[config.mk]
export PLATFORM = sky130hd
export DESIGN_NAME = sigmoid_pipe
export DESIGN_NICKNAME = d
export VERILOG_FILES = /design/src/rtl/sigmoid_pipe.sv
export SDC_FILE = /design/constraint.sdc
export NUM_CORES = 1
export LEC_CHECK = 0
export BUFFER_PORTS_ARGS = -buffer_cell sky130_fd_sc_hd__buf_2
export CORE_ASPECT_RATIO = 0.5
export CORE_MARGIN = 2
export CORE_UTILIZATION = 54
export CTS_BUF_LIST = sky130_fd_sc_hd__clkbuf_8
export DETAILED_ROUTE_END_ITERATION = 7
export HOLD_SLACK_MARGIN = 0.15
export PLACE_DENSITY_LB_ADDON = 0.3
export SYNTH_ARGS = -nofsm -noshare
export SYNTH_HDL_FRONTEND = slang
export SYNTH_SLANG_ARGS = --single-unit
[constraint.sdc]
create_clock -name clk -period 10.7 [get_ports clk]
set_input_delay 2.14 -clock clk [delete_from_list [all_inputs] [get_ports clk]]
set_output_delay 2.14 -clock clk [all_outputs]
set_load 0.02 [all_outputs]
[src/rtl/sigmoid_pipe.sv]
// Three-stage pipelined sigmoid/tanh unit: breakpoint table over [-7, 7] in
// half-unit steps with linear interpolation and a stall-all valid/ready handshake.
module sigmoid_pipe #(
  parameter int unsigned DATA_W = 16,
  parameter int unsigned FRAC_W = 12,
  parameter int unsigned TAG_W  = 4
) (
  input  logic                     clk,
  input  logic                     rst_n,
  input  logic                     in_valid,
  output logic                     in_ready,
  input  logic signed [DATA_W-1:0] in_x,
  input  logic                     in_mode,
  input  logic [TAG_W-1:0]         in_tag,
  output logic                     out_valid,
  input  logic                     out_ready,
  output logic signed [DATA_W-1:0] out_y,
  output logic [TAG_W-1:0]         out_tag
);

  localparam int unsigned NPTS = 29;
  localparam int unsigned KW   = 5;
  localparam int unsigned ZW   = DATA_W + 2;
  localparam int unsigned FW   = FRAC_W - 1;
  localparam int unsigned UW   = FRAC_W + KW - 1;
  localparam int unsigned PW   = DATA_W + FRAC_W;

  localparam logic signed [ZW-1:0] SEVEN = ZW'(7 << FRAC_W);
  localparam logic [DATA_W-1:0]    ONE_Q = DATA_W'(1 << FRAC_W);
  localparam longint               EXP_ONE = longint'(1) << 30;

  // Table entry k = round-half-up(2^FRAC_W * sigma(-7 + k/2)) in 2^-30 integer arithmetic.
  function automatic logic [DATA_W-1:0] table_entry(input int k);
    longint term;
    longint p;
    longint e;
    longint num;
    longint den;
    longint v;
    int     m;
    if (k == 0) return '0;
    if (k == int'(NPTS) - 1) return ONE_Q;
    term = EXP_ONE;
    p    = EXP_ONE;
    for (int n = 1; n < 24; n++) begin
      term = -term / longint'(2 * n);
      p    = p + term;
    end
    m = (k >= 14) ? (k - 14) : (14 - k);
    e = EXP_ONE;
    for (int i = 0; i < m; i++) begin
      e = (e * p) >>> 30;
    end
    num = (k >= 14) ? EXP_ONE : e;
    den = EXP_ONE + e;
    v   = (num * (longint'(1) <<< (FRAC_W + 1)) + den) / (2 * den);
    return DATA_W'(v);
  endfunction

  logic [DATA_W-1:0] tbl [NPTS];

  for (genvar g = 0; g < int'(NPTS); g++) begin : g_tbl
    localparam logic [DATA_W-1:0] TV = table_entry(g);
    assign tbl[g] = TV;
  end

  logic adv;
  assign adv      = out_ready | ~out_valid;
  assign in_ready = adv;

  // Stage 1 argument: scale for tanh, detect saturation, split into segment and offset.
  logic signed [ZW-1:0] x_ext_c;
  logic signed [ZW-1:0] z_c;
  logic [UW-1:0]        u_c;
  logic                 sat_lo_c;
  logic                 sat_hi_c;

  always_comb begin
    x_ext_c  = ZW'(in_x);
    z_c      = in_mode ? (x_ext_c <<< 1) : x_ext_c;
    sat_lo_c = (z_c <= -SEVEN);
    sat_hi_c = (z_c >= SEVEN);
    u_c      = (sat_lo_c || sat_hi_c) ? '0 : UW'(z_c + SEVEN);
  end

  logic              v1;
  logic [KW-1:0]     k1;
  logic [FW-1:0]     f1;
  logic              mode1;
  logic [TAG_W-1:0]  tag1;
  logic              lo1;
  logic              hi1;

  logic              v2;
  logic [DATA_W-1:0] a2;
  logic [DATA_W-1:0] d2;
  logic [FW-1:0]     f2;
  logic              mode2;
  logic [TAG_W-1:0]  tag2;
  logic              lo2;
  logic              hi2;

  // Stage 3 interpolate, then map to sigmoid or tanh range.
  logic [DATA_W-1:0] s_c;
  logic [DATA_W-1:0] y_c;

  always_comb begin
    s_c = a2 + DATA_W'((PW'(d2) * PW'(f2)) >> FW);
    if (lo2) begin
      s_c = '0;
    end else if (hi2) begin
      s_c = ONE_Q;
    end
    y_c = mode2 ? ((s_c << 1) - ONE_Q) : s_c;
  end

  // Whole pipe advances together; any downstream stall freezes every stage.
  always_ff @(posedge clk) begin
    if (!rst_n) begin
      v1        <= 1'b0;
      k1        <= '0;
      f1        <= '0;
      mode1     <= 1'b0;
      tag1      <= '0;
      lo1       <= 1'b0;
      hi1       <= 1'b0;
      v2        <= 1'b0;
      a2        <= '0;
      d2        <= '0;
      f2        <= '0;
      mode2     <= 1'b0;
      tag2      <= '0;
      lo2       <= 1'b0;
      hi2       <= 1'b0;
      out_valid <= 1'b0;
      out_y     <= '0;
      out_tag   <= '0;
    end else if (adv) begin
      v1        <= in_valid;
      k1        <= u_c[UW-1:FW];
      f1        <= u_c[FW-1:0];
      mode1     <= in_mode;
      tag1      <= in_tag;
      lo1       <= sat_lo_c;
      hi1       <= sat_hi_c;
      v2        <= v1;
      a2        <= tbl[k1];
      d2        <= tbl[k1 + KW'(1)] - tbl[k1];
      f2        <= f1;
      mode2     <= mode1;
      tag2      <= tag1;
      lo2       <= lo1;
      hi2       <= hi1;
      out_valid <= v2;
      out_y     <= y_c;
      out_tag   <= tag2;
    end
  end

endmodule

After elaboration in Yosys (flattened, before gate mapping)
Memory sizes are Yosys's and may differ from the RTL's.
Cells that the tools add are included.
{"block": "op_classes", "add_sub_neg": 5, "n_mul": 1, "n_div": 0, "n_lt_le_gt_ge": 4, "n_eq_ne": 0, "n_shift": 0, "n_mux": 9, "n_bitwise": 4, "reduce_logical": 1}
{"op": "$mux W16", "count": 9}
{"op": "$mul A16 B11 Y27", "count": 1}
{"op": "$ge A17 B16 Y1 const B", "count": 1}
{"op": "$le A17 B16 Y1 const B", "count": 1}
{"op": "$add A16 B16 Y16", "count": 1}
{"op": "$add A16 B16 Y16 const B", "count": 1}
{"op": "$sub A16 B13 Y16 const B", "count": 1}
{"op": "$sub A16 B16 Y16", "count": 1}
{"op": "$ge A6 B6 Y1 const B", "count": 2}
{"op": "$not A5 Y6", "count": 2}
{"op": "$add A5 B1 Y5 const B", "count": 1}
{"op": "$logic_or A1 B1 Y1", "count": 1}
{"op": "$not A1 Y1", "count": 1}
{"op": "$or A1 B1 Y1", "count": 1}
{"block": "word_totals", "regBits": 96, "latchBits": 0, "mem_bits_rw": 0, "mem_bits_ro": 1024, "inputBits": 25, "out_inout_bits": 22, "wordCells": 44, "mem_count": 2}
{"name": "(name not given)", "words": 32, "word_bits": 16, "rd": 1, "rd_clocked_by_memory_dff": 0, "wr": 0, "line_no": "148", "rtl": "d2 <= tbl[k1 + KW'(1)] - tbl[k1];"}
{"name": "(name not given)", "words": 32, "word_bits": 16, "rd": 1, "rd_clocked_by_memory_dff": 0, "wr": 0, "line_no": "148"}

Logic depth before layout (Yosys ltp)
{"block": "logic_depth", "word_depth": 6, "depth_mapped": 36, "depth_no_buf": 34}

Worst setup path after synthesis
OpenSTA, ideal clock, no wires.
{"block": "synth_path", "path_kind": "register to register", "from": "register f2[2]", "to": "register out_y[15]", "setup_time_ns": 0.077, "t_arrival_ns": 7.574, "required_ns": 10.623, "slack_ns": 3.050, "stages_incl_launch_ff": 32, "n_path_buf": 2, "period_less_slack_ns": 7.650, "cell_sequence": "dfxtp_1 > clkbuf_1 > clkbuf_1 > nand2_1 > fa_1 > fa_1 > inv_1 > fa_1 > fa_1 > fa_1 > ha_1 > a21oi_1 > o21ai_1 > or3_4 > o21a_1 > a21oi_1 > nor2b_1 > nor2_1 > nor2b_1 > nor3_1 > nor3_1 > ha_1 > nor2_1 > or4b_1 > a221oi_2 > o21ai_1 > a31o_1 > o211ai_1 > xnor2_1 > a21oi_1 > or4_4 > a41oi_2"}
{"block": "synth_between", "elab_chain_len": 6}
{"item": "from (decl)", "line_no": "97", "rtl": "logic [FW-1:0] f2;"}
{"item": "from (signal assigned)", "line_no": "130", "rtl": "f2 <= '0;"}
{"item": "from (signal assigned)", "line_no": "149", "rtl": "f2 <= f1;"}
{"item": "$mul A16 B11 Y27 *", "line_no": "108", "rtl": "s_c = a2 + DATA_W'((PW'(d2) * PW'(f2)) >> FW);"}
{"item": "$add A16 B16 Y16 *", "line_no": "108"}
{"item": "$mux W16 *", "line_no": "111", "rtl": "end else if (hi2) begin"}
{"item": "$mux W16 *", "line_no": "109", "rtl": "if (lo2) begin"}
{"item": "$sub A16 B13 Y16", "line_no": "114", "rtl": "y_c = mode2 ? ((s_c << 1) - ONE_Q) : s_c;"}
{"item": "$mux W16 *", "line_no": "114"}
{"item": "to (signal assigned)", "line_no": "155", "rtl": "out_y <= y_c;"}
{"item": "to (decl)", "line_no": "17", "rtl": "output logic signed [DATA_W-1:0] out_y,"}
Every way passes the cells marked *; elsewhere a longest branch is shown, timed or not.
A chain may end at the register's enable or synchronous reset.

Final worst setup path
Same ends and word-level chain as after synthesis.

==> results by group <==
Run status
  • Status: finished clean

Min path
  • Hold WC Path Type: flop to flop
  • Hold Crit Depth: 2

Clock network
  • Post-CTS Setup Repair Bufs: 0
  • CTS Root Buffer Type: clkbuf_8
  • Total clock sinks: 93
  • Reg clk slew, reported paths: 110 ps
  • Number of H-tree levels: 3
  • Skew-Pair Late Insertion Delay: 390 ps
  • Number of gates resized after CTS: 0
  • TritonCTS clock tree: yes
  • CTS Buf Count: 9
  • Hold Buf Count CTS: 0
  • CTS max path bufs: 2

Setup path
  • Critical path's slowest cell: dfxtp_1
  • Crit path max fanout: 17
  • Startpoint Class: flop
  • Worst Path Required: 11020 ps
  • Worst path most repeated cell: fa_1
  • R2R cell count: 29
  • Crit path kind: flop to flop
  • CP Capture Type: flop
  • CP peak stage delay: 670 ps
  • Crit path DAT: 8530 ps

Timing
  • Final period util: 76.72%
  • Final number of max-transition violations: 0
  • Setup tns final: 0 ps
  • Slew margin rel.: 25.88%
  • Tmin final: 8210 ps
  • Worst Tran Pin Value: 1104 ps
  • Fin Hold WS: 458.5 ps
  • Clock skew: 11.59 ps
  • Final Hold Fails: 0
  • Final setup violation count: 0
  • F_max: 121.8 MHz
  • RSZ-0062 raised after global routing: false

Floorplan
  • IO Pins: 47
  • Die height: 106.1 um
  • Floorplan row count: 37
  • Area of the core: 0.02051 mm^2
  • Die X-Extent: 208.2 um
  • Die area: 0.02209 mm^2
  • Starting Density: 54.89%

Power
  • Clock share of power: 17.5%
  • Switching Fraction: 45.69%
  • NetSw: 622.9 uW
  • Internal Power: 740.5 uW
  • Leak: 0.005609 uW
  • Combinational share of power: 45.8%
  • Sequential fraction of design power: 36.7%
  • Peak supply drop: 0.00007212 V
  • Power Dens Cells: 115.9 mW/mm^2

Route
  • Vias: 9382
  • Routed WL: 27.58 mm
  • WL/cell: 16.66 um
  • DRC: 0
  • First DRT Iteration DRCs: 737
  • Via-per-instance ratio: 5.665
  • First drt pass iteration count: 5
  • Antenna-violating nets left: 0

Synth
  • Post-synthesis mux area share: 1.789%
  • Post-Synth XOR/XNOR Area: 3.034%
  • Post-synth EDFFs: 0
  • Largest family of logic cells by synthesized area: adder cells
  • Synth area leader: fa_1
  • Post-Synth Simple-Gate Area: 19.87%
  • Async set-reset flop share out of synthesis: 0%
  • Number of synthesized register bits: 93
  • Yosys warning total: 0
  • Synth top area share: 22.41%
  • Distinct cell type count after synthesis: 75
  • Top FF cell, synth: dfxtp_1
  • Synth area leaders: fa_1, dfxtp_1, ha_1, nand2_1, inv_1
  • Synthesized area per cell: 8.058 um^2
  • Compound-cell area share of the yosys netlist: 15.16%
  • Post-synthesis sequential area ratio: 16.54%
  • Area share of fa/ha/maj cells after synthesis: 34.97%
  • Post-Syn Nets: 1661
  • Synth Cell Area: 0.01126 mm^2
  • Synthesized instance count: 1397

Global route
  • Vias in the first global route: 9307
  • Gr usage total: 26.63%
  • First-pass GRT wire length: 47.02 mm
  • Largest net degree at the start of global routing: 80
  • Initial antenna violation count: 1
  • GRT overflow: 0

Finish
  • Final layout net count: 1642
  • Share of layout cells above drive strength 1: 7.375%
  • Filler Cell Count: 1892
  • Area added between synthesis and finish: 4.490%
  • Diode count: 0

Placement
  • Port Buffers: 46
  • GP Congestion: 0.9653
  • Hpwl dp: 21.86 mm

Job
  • Maxcap violations: 0
==> state kept, by name (all words and copies together), names as in the netlist <==
signal,flops
out_tag,4
out_valid,1
lo1,1
v2,1
out_y,16
hi1,1
f2,11
k1,5
v1,1
lo2,1
mode1,1
f1,11
hi2,1
a2,13
tag1,4
d2,16
mode2,1
tag2,4
==> path summary, 6_finish.rpt <==
kind                                           start                     end  slack [ps]
worst max register to register    f2[2]$_SDFFE_PN0P_  out_y[15]$_SDFFE_PN0P_        2490
worst max-delay path              f2[2]$_SDFFE_PN0P_  out_y[15]$_SDFFE_PN0P_        2490
worst min-delay path            tag1[0]$_SDFFE_PN0P_    tag1[0]$_SDFFE_PN0P_         460
worst min register to register  tag1[0]$_SDFFE_PN0P_    tag1[0]$_SDFFE_PN0P_         460
==> metrics by stage <==
stage                     worst slack (ps)  total power (uW)  area, um^2  std cells  utilization (%)
after floorplan                       3050             936.9       11260       1397                -
after global placement                2791              1098       11560       1640            56.36
after detailed placement              2560              1119       11560       1640            56.36
after CTS                             2537              1360       11760       1656            57.35
after global routing                  1982              1473       11760       1656            57.35
final                                 2490              1363       11760       1656            57.35
==> metal layers <==
metal / part of all wire (%) / GRT usage, % / up-vias
li1: - / - / 4516
met1: 46 / 37.54 / 4506
met2: 44 / 42.23 / 315
met3: 8.9 / 5.347 / 43
met4: 1.7 / 6.526 / 2
met5: 0.047 / 0 / -
==> cells in the mapped netlist, types with 5 or more instances <==
cell,instances
xor2_1,10
o211ai_1,10
mux2i_1,10
a21o_1,9
o21ai_0,31
fa_1,126
nor3_1,19
and2_1,72
dfxtp_1,93
mux2_2,9
o21ai_1,17
and2_2,5
o21a_1,9
and3_1,5
nor2b_1,11
nor2_1,104
or3_1,6
xnor2_1,29
a211oi_1,17
nand2_1,224
inv_1,167
clkbuf_1,73
a21oi_1,97
a31oi_1,8
ha_1,113
a22oi_1,15
nand3_1,23
==> placed cells by master, fill, tap and decap left out, types with 5 or more instances in the layout <==
cell / Yosys / layout
clkbuf_8: 0 / 9
buf_4: 1 / 8
a21oi_1: 97 / 97
a31oi_1: 8 / 8
a211oi_1: 17 / 17
xnor2_1: 29 / 29
o21ai_1: 17 / 17
o21a_1: 9 / 9
and2_2: 5 / 5
ha_1: 113 / 113
nor2_1: 104 / 104
inv_1: 167 / 166
mux2_2: 9 / 9
nand3_1: 23 / 23
or3_1: 6 / 6
nor2b_1: 11 / 10
mux2i_1: 10 / 10
a22oi_1: 15 / 15
nor3_1: 19 / 19
a21o_1: 9 / 9
o21ai_0: 31 / 31
nand2_1: 224 / 224
fa_1: 126 / 126
buf_2: 3 / 46
xor2_1: 10 / 10
and3_1: 5 / 5
and2_1: 72 / 72
dfxtp_1: 93 / 93
o211ai_1: 10 / 10
==> power by group through the flow <==
stage | sequential (uW) | combinational, uW | clock [uW]
global route | 512 | 702 | 259
detailed placement | 506 | 613 | 0
floorplan | 440 | 497 | 0
CTS | 498 | 619 | 244
global placement | 501 | 596 | 0
finish | 500 | 625 | 238
==> cell type report <==
class	instances	area (um^2)	area share (%)
inverters	169	634.4	5.393
clock buffers	9	123.9	1.053
multi-input cells	1051	8431	71.67
repair buffers	54	290.3	2.468
clock inverters	7	80.08	0.6808
flip-flops and latches	93	1862	15.83
well taps	273	341.6	2.904
==> worst max-delay path, delay by kind of cell, from the launching register on <==
kind	cells	cell delay, ps
AOI/OAI and AO/OA	10	1900
xor gates and xnor gates	1	140
adders and majority gates	7	3170
buffers and inverters	1	60
DFF	1	670
and+or+nand+nor	10	2190
==> cells by family (layout without fill, tap and decap cells) <==
kind of cell	after synthesis	after routing
mux	19	19
xor+xnor	39	39
buf+inv	253	239
flops	93	93
fa+ha+maj	239	239
compound gates	264	264
simple gates	490	490
No activity file was read; power rests on OpenSTA's default activity.
